## src/rtl/bus_codes_pkg.sv

```systemverilog
// Shared codes, widths and helpers for the datapath bus transfer decoder.
package bus_codes_pkg;

  localparam int CODE_W = 5;
  localparam int NSRC   = 24;
  localparam int NDST   = 24;
  localparam int CMD_W  = 2 * CODE_W;

  // Bus source codes (0..15 are R0..R15)
  localparam logic [CODE_W-1:0] SRC_R0     = 5'd0;
  localparam logic [CODE_W-1:0] SRC_R15    = 5'd15;
  localparam logic [CODE_W-1:0] SRC_HI     = 5'd16;
  localparam logic [CODE_W-1:0] SRC_LO     = 5'd17;
  localparam logic [CODE_W-1:0] SRC_ZHI    = 5'd18;
  localparam logic [CODE_W-1:0] SRC_ZLO    = 5'd19;
  localparam logic [CODE_W-1:0] SRC_PC     = 5'd20;
  localparam logic [CODE_W-1:0] SRC_MDR    = 5'd21;
  localparam logic [CODE_W-1:0] SRC_INPORT = 5'd22;
  localparam logic [CODE_W-1:0] SRC_CSIGN  = 5'd23;

  // Register load destination codes (0..15 are R0..R15)
  localparam logic [CODE_W-1:0] DST_R0      = 5'd0;
  localparam logic [CODE_W-1:0] DST_R15     = 5'd15;
  localparam logic [CODE_W-1:0] DST_HI      = 5'd16;
  localparam logic [CODE_W-1:0] DST_LO      = 5'd17;
  localparam logic [CODE_W-1:0] DST_PC      = 5'd18;
  localparam logic [CODE_W-1:0] DST_MDR     = 5'd19;
  localparam logic [CODE_W-1:0] DST_MAR     = 5'd20;
  localparam logic [CODE_W-1:0] DST_OUTPORT = 5'd21;
  localparam logic [CODE_W-1:0] DST_Y       = 5'd22;
  localparam logic [CODE_W-1:0] DST_IR      = 5'd23;

  typedef enum logic [1:0] {
    ST_IDLE  = 2'd0,
    ST_DRIVE = 2'd1,
    ST_WAIT  = 2'd2
  } xferState_t;

  typedef struct packed {
    logic [CODE_W-1:0] src;
    logic [CODE_W-1:0] dst;
  } xferCmd_t;

  function automatic logic srcValid(input logic [CODE_W-1:0] code);
    return code < CODE_W'(NSRC);
  endfunction

  function automatic logic dstValid(input logic [CODE_W-1:0] code);
    return code < CODE_W'(NDST);
  endfunction

  // Out-of-range codes decode to all zeros so they can never raise a strobe.
  function automatic logic [NSRC-1:0] decodeSrc(input logic [CODE_W-1:0] code);
    logic [NSRC-1:0] oneHot;
    oneHot = '0;
    if (srcValid(code)) oneHot = NSRC'(1) << code;
    return oneHot;
  endfunction

  function automatic logic [NDST-1:0] decodeDst(input logic [CODE_W-1:0] code);
    logic [NDST-1:0] oneHot;
    oneHot = '0;
    if (dstValid(code)) oneHot = NDST'(1) << code;
    return oneHot;
  endfunction

endpackage

```

## src/rtl/cmd_fifo.sv

```systemverilog
// Command queue in front of the transfer FSM. Head entry is visible
// combinationally so the FSM can decode and pop it in the same cycle.
module cmd_fifo #(
  parameter int DEPTH = 4,
  parameter int WIDTH = 10
) (
  input  logic             clk,
  input  logic             clr,
  input  logic             pushReq,
  input  logic [WIDTH-1:0] pushData,
  input  logic             popReq,
  output logic [WIDTH-1:0] headData,
  output logic             full,
  output logic             empty
);

  localparam int AW = $clog2(DEPTH);

  logic [WIDTH-1:0] mem [DEPTH];
  logic [AW-1:0]    wrPtr;
  logic [AW-1:0]    rdPtr;
  logic [AW:0]      count;
  logic             doPush;
  logic             doPop;

  // A full queue refuses pushes even when the head is leaving this cycle.
  assign full     = (count == (AW+1)'(DEPTH));
  assign empty    = (count == '0);
  assign doPush   = pushReq && !full;
  assign doPop    = popReq && !empty;
  assign headData = mem[rdPtr];

  // Pointers wrap naturally at DEPTH (power of two); count tracks occupancy.
  always_ff @(posedge clk or negedge clr) begin
    if (!clr) begin
      wrPtr <= '0;
      rdPtr <= '0;
      count <= '0;
    end else begin
      if (doPush) wrPtr <= wrPtr + 1'b1;
      if (doPop)  rdPtr <= rdPtr + 1'b1;
      case ({doPush, doPop})
        2'b10:   count <= count + 1'b1;
        2'b01:   count <= count - 1'b1;
        default: count <= count;
      endcase
    end
  end

  // Storage needs no reset: an entry is only read after it has been written.
  always_ff @(posedge clk) begin
    if (doPush) mem[wrPtr] <= pushData;
  end

endmodule

```

## src/rtl/bus_transfer_decoder.sv

```systemverilog
// Drive side of the shared datapath bus: queues register-transfer commands and
// turns each into one registered source strobe and one registered load enable.
//
// state    | meaning
// ---------+-------------------------------------------------------------
// ST_IDLE  | no transfer on the bus; pops the queue head when one exists
// ST_DRIVE | strobes of one transfer are on the bus; pops the next head
// ST_WAIT  | MDR is driving the bus while memory read data is pending
module bus_transfer_decoder
  import bus_codes_pkg::*;
#(
  parameter int DEPTH = 4
) (
  input  logic              clk,
  input  logic              clr,
  input  logic              cmd_valid,
  output logic              cmd_ready,
  input  logic [CODE_W-1:0] cmd_src,
  input  logic [CODE_W-1:0] cmd_dst,
  input  logic              mem_ready,
  output logic [NSRC-1:0]   src_out,
  output logic [NDST-1:0]   dst_in,
  output logic              xfer_done,
  output logic              busy,
  output logic              err
);

  xferState_t        state;
  xferState_t        stateNext;
  xferCmd_t          headCmd;
  logic              fifoFull;
  logic              fifoEmpty;
  logic              popReq;
  logic              headValid;
  logic [CODE_W-1:0] waitDst;
  logic [CODE_W-1:0] waitDstNext;
  logic [NSRC-1:0]   srcNext;
  logic [NDST-1:0]   dstNext;
  logic              doneNext;
  logic              errNext;

  cmd_fifo #(
    .DEPTH (DEPTH),
    .WIDTH (CMD_W)
  ) cmdQueue (
    .clk      (clk),
    .clr      (clr),
    .pushReq  (cmd_valid),
    .pushData ({cmd_src, cmd_dst}),
    .popReq   (popReq),
    .headData (headCmd),
    .full     (fifoFull),
    .empty    (fifoEmpty)
  );

  assign cmd_ready = !fifoFull;
  assign busy      = !fifoEmpty || (state != ST_IDLE);
  assign headValid = srcValid(headCmd.src) && dstValid(headCmd.dst);

  // Next state and next strobe values; IDLE and DRIVE both consume the head so
  // queued transfers run back to back at one per cycle.
  always_comb begin
    stateNext   = state;
    popReq      = 1'b0;
    srcNext     = '0;
    dstNext     = '0;
    doneNext    = 1'b0;
    errNext     = err;
    waitDstNext = waitDst;
    case (state)
      ST_IDLE, ST_DRIVE: begin
        stateNext = ST_IDLE;
        if (!fifoEmpty) begin
          popReq = 1'b1;
          if (!headValid) begin
            errNext = 1'b1;
          end else if ((headCmd.src == SRC_MDR) && !mem_ready) begin
            stateNext   = ST_WAIT;
            srcNext     = decodeSrc(SRC_MDR);
            waitDstNext = headCmd.dst;
          end else begin
            stateNext = ST_DRIVE;
            srcNext   = decodeSrc(headCmd.src);
            dstNext   = decodeDst(headCmd.dst);
            doneNext  = 1'b1;
          end
        end
      end
      ST_WAIT: begin
        srcNext = decodeSrc(SRC_MDR);
        if (mem_ready) begin
          stateNext = ST_DRIVE;
          dstNext   = decodeDst(waitDst);
          doneNext  = 1'b1;
        end
      end
      default: stateNext = ST_IDLE;
    endcase
  end

  // State, parked destination and all bus-facing outputs are registered.
  always_ff @(posedge clk or negedge clr) begin
    if (!clr) begin
      state     <= ST_IDLE;
      waitDst   <= '0;
      src_out   <= '0;
      dst_in    <= '0;
      xfer_done <= 1'b0;
      err       <= 1'b0;
    end else begin
      state     <= stateNext;
      waitDst   <= waitDstNext;
      src_out   <= srcNext;
      dst_in    <= dstNext;
      xfer_done <= doneNext;
      err       <= errNext;
    end
  end

endmodule

```

## config.mk

```make
export PLATFORM = sky130hd
export DESIGN_NAME = bus_transfer_decoder
export DESIGN_NICKNAME = d
export VERILOG_FILES = /design/src/rtl/bus_codes_pkg.sv /design/src/rtl/cmd_fifo.sv /design/src/rtl/bus_transfer_decoder.sv
export SDC_FILE = /design/constraint.sdc
export NUM_CORES = 1
export LEC_CHECK = 0
export ABC_AREA = 1
export BUFFER_PORTS_ARGS = -buffer_cell sky130_fd_sc_hd__clkbuf_2
export CAP_MARGIN = 20
export CORE_ASPECT_RATIO = 1.5
export CORE_UTILIZATION = 24
export CTS_CLUSTER_SIZE = 40
export DETAILED_ROUTE_END_ITERATION = 7
export PLACE_DENSITY = 0.43
export RECOVER_POWER = 25
export SLEW_MARGIN = 20
export SYNTH_ARGS = -nofsm -noshare
export SYNTH_HDL_FRONTEND = slang
export SYNTH_SLANG_ARGS = --single-unit
export TNS_END_PERCENT = 1
```

## constraint.sdc

```tcl
create_clock -name clk -period 2.6 [get_ports clk]
set_input_delay 0.13 -clock clk [delete_from_list [all_inputs] [get_ports clk]]
set_output_delay 0.13 -clock clk [all_outputs]
set_load 0.03 [all_outputs]
```

**After elaboration in Yosys (flattened, before gate mapping)**

Memory sizes are Yosys's and may differ from the RTL's.
Cells that the tools add are included.

- Memories: 1
- Register bits after elaboration: 64
- Bits in writable memories: 40

Memory list:

| memory | depth | width | read ports | clocked after Yosys merged registers in | wr ports | line | RTL |
|---|---|---|---|---|---|---|---|
| cmdQueue.mem | 4 | 10 | 1 | 0 | 1 | cmd_fifo.sv:19 | `logic [WIDTH-1:0] mem [DEPTH];` |

- Equal/unequal tests: 7
- $lt $le $gt $ge: 3
- Muxes and demuxes: 27
- Add/subtract/negate cells: 4
- Reductions and logical operators: 15
- Shifts and indexed selects: 3
- Bitwise logic cells: 2

Operators by type and width:

| kind | count |
|---|---|
| two-way mux 24 bit | 10 |
| one-hot mux 24 bit (2 select lines) | 2 |
| left shift 1 x 5 -> 24 bit, first input constant | 3 |
| less-than comparator 5 bit, second input constant | 3 |
| two-way mux 1 bit | 8 |
| two-way mux 2 bit | 4 |
| one-hot mux 3 bit (2 select lines) | 1 |
| == test 5 bit, second input constant | 1 |
| adder 2 x 1 -> 2 bit, second input constant | 2 |
| == test 2 x 1 -> 1 bit, second input constant | 2 |
| == test 2 bit, second input constant | 2 |
| logical AND 1 bit | 4 |
| one-hot mux 2 bit (2 select lines) | 1 |
| AND reduction 4 bit | 1 |
| nonzero test 2 bit | 2 |
| adder 3 x 1 -> 3 bit, second input constant | 1 |
| == test 3 bit, second input constant | 1 |
| logical NOT 1 bit | 3 |
| logical NOT 3 bit | 1 |
| AND reduction 3 bit | 1 |
| subtractor 3 x 1 -> 3 bit, second input constant | 1 |
| logical NOT 2 bit | 1 |
| != test 2 bit, second input constant | 1 |
| inverter 1 bit | 2 |
| other kinds (3) | 3 |

**Depth between registers and ports, before layout**

An unclocked memory read counts as a cell.

- Depth in word-level cells: 7
- Mapped depth: 13
- Mapped depth without buffers: 11

**Hierarchy**

Synthesis repeated with hierarchy kept, for this count alone.

- Cell total of the unflattened synthesis: 488
- Area total of the unflattened synthesis: 4835.9 sq um

Modules (own cells, without submodules):

| module | cells each | area each (sq um) | instances | seq. area each (sq um) |
|---|---|---|---|---|
| bus_transfer_decoder | 310 | 2755.1 | 1 | 1426.4 |
| cmd_fifo | 178 | 2080.7 | 1 | 1376.3 |

**Worst setup path after synthesis**

OpenSTA, ideal clock, no wires.

- Kind: register to register
- From: register cmdQueue.count[0]
- To: register cmdQueue.count[2]
- Data arrival time: 2.069 ns
- Path slack: 0.406 ns
- Stages on the path, launching flop included: 10
- Clock period less this slack: 2.194 ns
- Path buffers: 0
- Required time: 2.476 ns
- Cell sequence: dfrtp_1 > inv_1 > nand3_1 > nand2_1 > ha_1 > inv_1 > fa_1 > a21oi_1 > o21ai_0 > xnor2_1

- Elaborated cells on any way between the ends: 14

RTL lines:

| what | line | RTL |
|---|---|---|
| start: declaration | cmd_fifo.sv:22 | `logic [AW:0] count;` |
| start signal: assignment | cmd_fifo.sv:43 | `2'b10: count <= count + 1'b1;` |
| start signal: assignment | cmd_fifo.sv:44 | `2'b01: count <= count - 1'b1;` |
| start signal: assignment | cmd_fifo.sv:45 | `default: count <= count;` |
| == test 3 bit * | cmd_fifo.sv:27 | `assign full = (count == (AW+1)'(DEPTH));` |
| logical NOT 1 bit * | - |  |
| net cmd_ready | bus_transfer_decoder.sv:17 | `output logic cmd_ready,` |
| logical AND 1 bit * | cmd_fifo.sv:29 | `assign doPush = pushReq && !full;` |
| == test 2 x 1 -> 1 bit / == test 2 bit (equally long branches) | cmd_fifo.sv:42 | `case ({doPush, doPop})` |
| one-hot mux 3 bit (2 select lines) / nonzero test 2 bit (equally long branches) | - |  |

Mark *: on every way through the listed nets, which the timed path passes. The rest lies on a longest branch.
A chain may end at the register's enable or synchronous reset.

**Worst setup path after layout**

- From: register cmdQueue.rdPtr[0]
- To: register src_out[18]

- Longest elaborated chain between the ends: 7
- Elaborated cells on any way between the ends: 12

Ends and longest elaborated chain:

| what | line | RTL |
|---|---|---|
| start: declaration | cmd_fifo.sv:21 | `logic [AW-1:0] rdPtr;` |
| start signal: assignment | cmd_fifo.sv:41 | `if (doPop) rdPtr <= rdPtr + 1'b1;` |
| memory (4 x 10 bit) * | - |  |
| less-than comparator 5 bit (tied with other cells) | bus_codes_pkg.sv:45 | `return code < CODE_W'(NSRC);` |
| two-way mux 24 bit / logical AND 1 bit (equally long branches) | bus_codes_pkg.sv:56, bus_transfer_decoder.sv:77 |  |
| two-way mux 24 bit | bus_transfer_decoder.sv:77 | `end else if ((headCmd.src == SRC_MDR) && !mem_ready) begin` |
| two-way mux 24 bit * | bus_transfer_decoder.sv:75 | `if (!headValid) begin` |
| two-way mux 24 bit * | bus_transfer_decoder.sv:73 | `if (!fifoEmpty) begin` |
| one-hot mux 24 bit (2 select lines) * | bus_transfer_decoder.sv:70 | `case (state)` |
| net srcNext[18] | bus_transfer_decoder.sv:37 | `logic [NSRC-1:0] srcNext;` |
| end signal: assignment | bus_transfer_decoder.sv:113 | `src_out <= srcNext;` |
| end: declaration | bus_transfer_decoder.sv:21 | `output logic [NSRC-1:0] src_out,` |

Marked as above.

==> summary.txt <==
Drt
  • DR pass1 iterations: 4
  • DRT antenna net count: 0
  • Via count: 3,425
  • Total length of routed wires: 10.8 mm
  • Drt via density: 4.15
  • First DRT Iteration DRCs: 155
  • DRC: 0
  • Avg WL per Cell: 13.0 microns

Global routing
  • Grt met3 use: 1.93%
  • Largest net degree at the start of global routing: 27
  • GRT Total Usage: 11.3%
  • GR Overflow Total: 0
  • Initial antenna violation count: 0
  • Vias in the first global route: 3,426
  • M1 GR Usage: 12.2%
  • Grt peak-use layer: met2
  • Global-route wire length before repair: 17.3 mm
  • Met2 Resource Use GR: 21.2%

Status
  • Status: complete, no violations

Worst setup path
  • Critical Path RT: 2.83 ns
  • Slowest CP cell: dfrtp_1
  • CP Data Arrival Time: 2.34 ns
  • Crit start category: register
  • CP peak stage delay: 0.39 ns
  • Sequence of cells on the critical path: inv_2 > nand2_1 > nand2_1 > nand2_1 > nand2_1 > nand2_1 > nor2_4 > nand3_4 > nand3_2 > nor2_1
  • WP buf/inv: 1
  • Crit-path max FO: 26
  • CP Capture Type: register
  • CP Class: register to register
  • CP most frequent cell: nand2_1
  • Crit path max-delay family: simple AND/OR/NAND/NOR gates

Logic synthesis
  • Syn Nets: 510
  • Register area share after synthesis: 59.8%
  • Yosys reg bits: 104
  • Count of different cell masters after synthesis: 29
  • Synth Instances: 490
  • Area fraction of the dominant cell type after synthesis: 34.2%
  • Post-Syn Area: 4680 sq um
  • Synth warnings: 0
  • Syn Area/Cell: 9.56 sq um
  • Leading area contributor after synthesis: dfrtp_1
  • Largest cells by area after synthesis: dfrtp_1 34%, edfxtp_1 26%, nand2_1 12%

Power and ir drop
  • IR drop worst, VDD: 395 uV
  • Leak: 2.62 nW
  • P per Cell Area: 1190 nW/um^2

Floorplanning
  • Die Ht: 173 microns
  • I/O pins: 66
  • Die ar.: 20,100 sq um
  • Initial Util: 24.4%
  • CORE AREA: 19,200 sq um
  • Row count: 62
  • Die width: 116 microns

Placement
  • I/O Buffers: 65
  • Placement Cell Area: 5300 sq um
  • Final Wtd Congestion: 0.824
  • DP HPWL: 8.11 mm

Cells and area
  • Fillers: 2,044
  • Share of layout cells above drive strength 1: 20.4%
  • ANT cells: 0
  • Register area: 2800 sq um
  • NumNets Final: 585
  • Multi-input gate area: 1630 sq um
  • Finished Core Util: 29.2%
  • P&R area growth vs syn: 19.6%
  • Post-route cell area: 5600 sq um

Timing
  • Max Freq: 474 MHz
  • Worst clock skew: 0.0122 ns
  • Final setup vio count: 0
  • Period minus WS final: 2.11 ns
  • Rel. slew slack: 10.9%
  • Slew Viols, Final: 0
  • Setup_tns: 0 ns
  • Worst slew pin tran: 1.34 ns
  • Final period utilization: 81.2%
  • Final Hold Vio Count: 0
  • Unrepaired setup endpoints after global routing: false

Clock network
  • Root Buffer: clkbuf_16
  • CTS H-tree depth: 3
  • CTS tree: built
  • Post-cts resize count: 0
  • CTS clock-pin slew for the worst setup and hold paths: 0.07 ns
  • Clk sinks: 104
  • CTS Buf Count: 9
  • Deepest clock path buffer count: 2
  • Post-CTS Setup Bufs: 0
  • Clock latency on the worst-skew pair: 0.35 ns

Job
  • Max Cap Viol: 0

Worst hold path
  • Hold Crit Class: input pin to register
sequential cells by signal (all words and copies together) (netlist names):
signal	cells
cmdQueue.rdPtr	2
cmdQueue.count	3
dst_in	24
err	1
xfer_done	1
cmdQueue.mem	40
waitDst	5
src_out	24
state	2
cmdQueue.wrPtr	2
routing by layer:
metal | routed length (microns) | vias up
li1 | - | 1725
met1 | 4320 | 1618
met2 | 5890 | 69
met3 | 351 | 13
met4 | 202 | 0
met5 | 0 | -
where the power goes:
| group | internal [W] | total, W | switching [W] |
|---|---|---|---|
| clock network | 0.000657 | 0.00127 | 0.000617 |
| logic | 0.000852 | 0.00311 | 0.00226 |
| registers | 0.00208 | 0.00228 | 0.000194 |
logic make-up after synthesis:
group / share of synthesized area (%)
flip-flops: 59.8
adder cells (fa/ha/maj): 1.76
XOR/XNOR: 0.935
AO/OA/AOI/OAI: 1.23
AND/OR/NAND/NOR: 30.8
buffers and inverters: 5.45
cell usage after synthesis:
master	count
inv_4	1
o21ai_0	4
a21o_1	1
xnor2_1	2
nand2_1	147
o21ai_1	4
xor2_1	3
nand4_1	4
nand2_2	9
buf_4	1
clkbuf_1	4
nor2_1	68
nand3_2	12
nor3_1	1
ha_1	5
nand3_4	1
fa_1	1
nand3_1	60
nor4_1	4
nor2_4	3
nor2_2	3
buf_2	4
edfxtp_1	40
a21oi_1	2
inv_1	27
inv_2	4
dfrtp_1	64
nand2_4	3
buf_6	8
final timing paths:
kind                       slack [ns]                      to                          start  cells past startpoint
max in group asynchronous        0.99     dst_in[4]$_DFF_PN0_                            clr                      3
min in group asynchronous        0.60    src_out[9]$_DFF_PN0_                            clr                      2
hold / removal                   0.02    state[1]$_DFFE_PN0P_                      mem_ready                      2
setup reg to reg                 0.49   src_out[18]$_DFF_PN0_  cmdQueue.rdPtr[0]$_DFFE_PN0P_                     10
setup / recovery                 0.49   src_out[18]$_DFF_PN0_  cmdQueue.rdPtr[0]$_DFFE_PN0P_                     10
hold reg to reg                  0.50  waitDst[4]$_DFFE_PN0P_         waitDst[4]$_DFFE_PN0P_                      2
cell type report:
cell class / instances / share of cell area (%)
Sequential cell: 104 / 50.0
Multi-Input combinational cell: 337 / 29.0
Timing Repair Buffer: 81 / 8.06
Tap cell: 256 / 5.72
Clock buffer: 9 / 4.02
Inverter: 32 / 2.19
Clock inverter: 7 / 0.938
per-stage QoR:
stage	hold WS, ns	power (W)	std cells	setup WS, ns
global route	0.0554	0.00719	826	0.232
finish	0.0180	0.00667	826	0.488
floorplan	-0.166	0.00471	490	0.406
detailed placement	0.188	0.00547	806	0.485
CTS	0.0000784	0.00677	826	0.473
global placement	0.170	0.00542	806	0.554
worst register-to-register path, delay by kind of cell (launching register included):
family / cells / cell delay (ns)
flops: 1 / 0.39
simple gates: 9 / 1.31
buf+inv: 1 / 0.30
repair_timing:
action | 4_1_cts | 5_1_grt
hold endpoints to repair | 34 | 0
setup endpoints to repair | 0 | 0
hold buffers | 4 | 0
placed cells by master, fill, tap and decap left out:
cell | netlist | routed
inv_2 | 4 | 4
dfrtp_1 | 64 | 64
nand3_4 | 1 | 1
clkinvlp_2 | 0 | 2
fa_1 | 1 | 1
nor2_1 | 68 | 68
clkinvlp_4 | 0 | 1
clkbuf_2 | 0 | 52
a21oi_1 | 2 | 2
o21ai_0 | 4 | 4
inv_6 | 0 | 3
clkbuf_1 | 4 | 13
buf_12 | 0 | 1
nand4_1 | 4 | 4
buf_4 | 1 | 11
nand3_1 | 60 | 60
nor2_2 | 3 | 3
ha_1 | 5 | 5
a21o_1 | 1 | 1
nor2_4 | 3 | 3
inv_1 | 27 | 27
nand3_2 | 12 | 12
xnor2_1 | 2 | 2
nor3_1 | 1 | 1
edfxtp_1 | 40 | 40
nand2_1 | 147 | 147
clkinv_4 | 0 | 1
xor2_1 | 3 | 3
nand2_2 | 9 | 9
nand2_4 | 3 | 3
o21ai_1 | 4 | 4
dlygate4sd3_1 | 0 | 4
inv_4 | 1 | 1
nor4_1 | 4 | 4
clkbuf_16 | 0 | 9
Note: power is estimated with default switching activity, not from simulation.
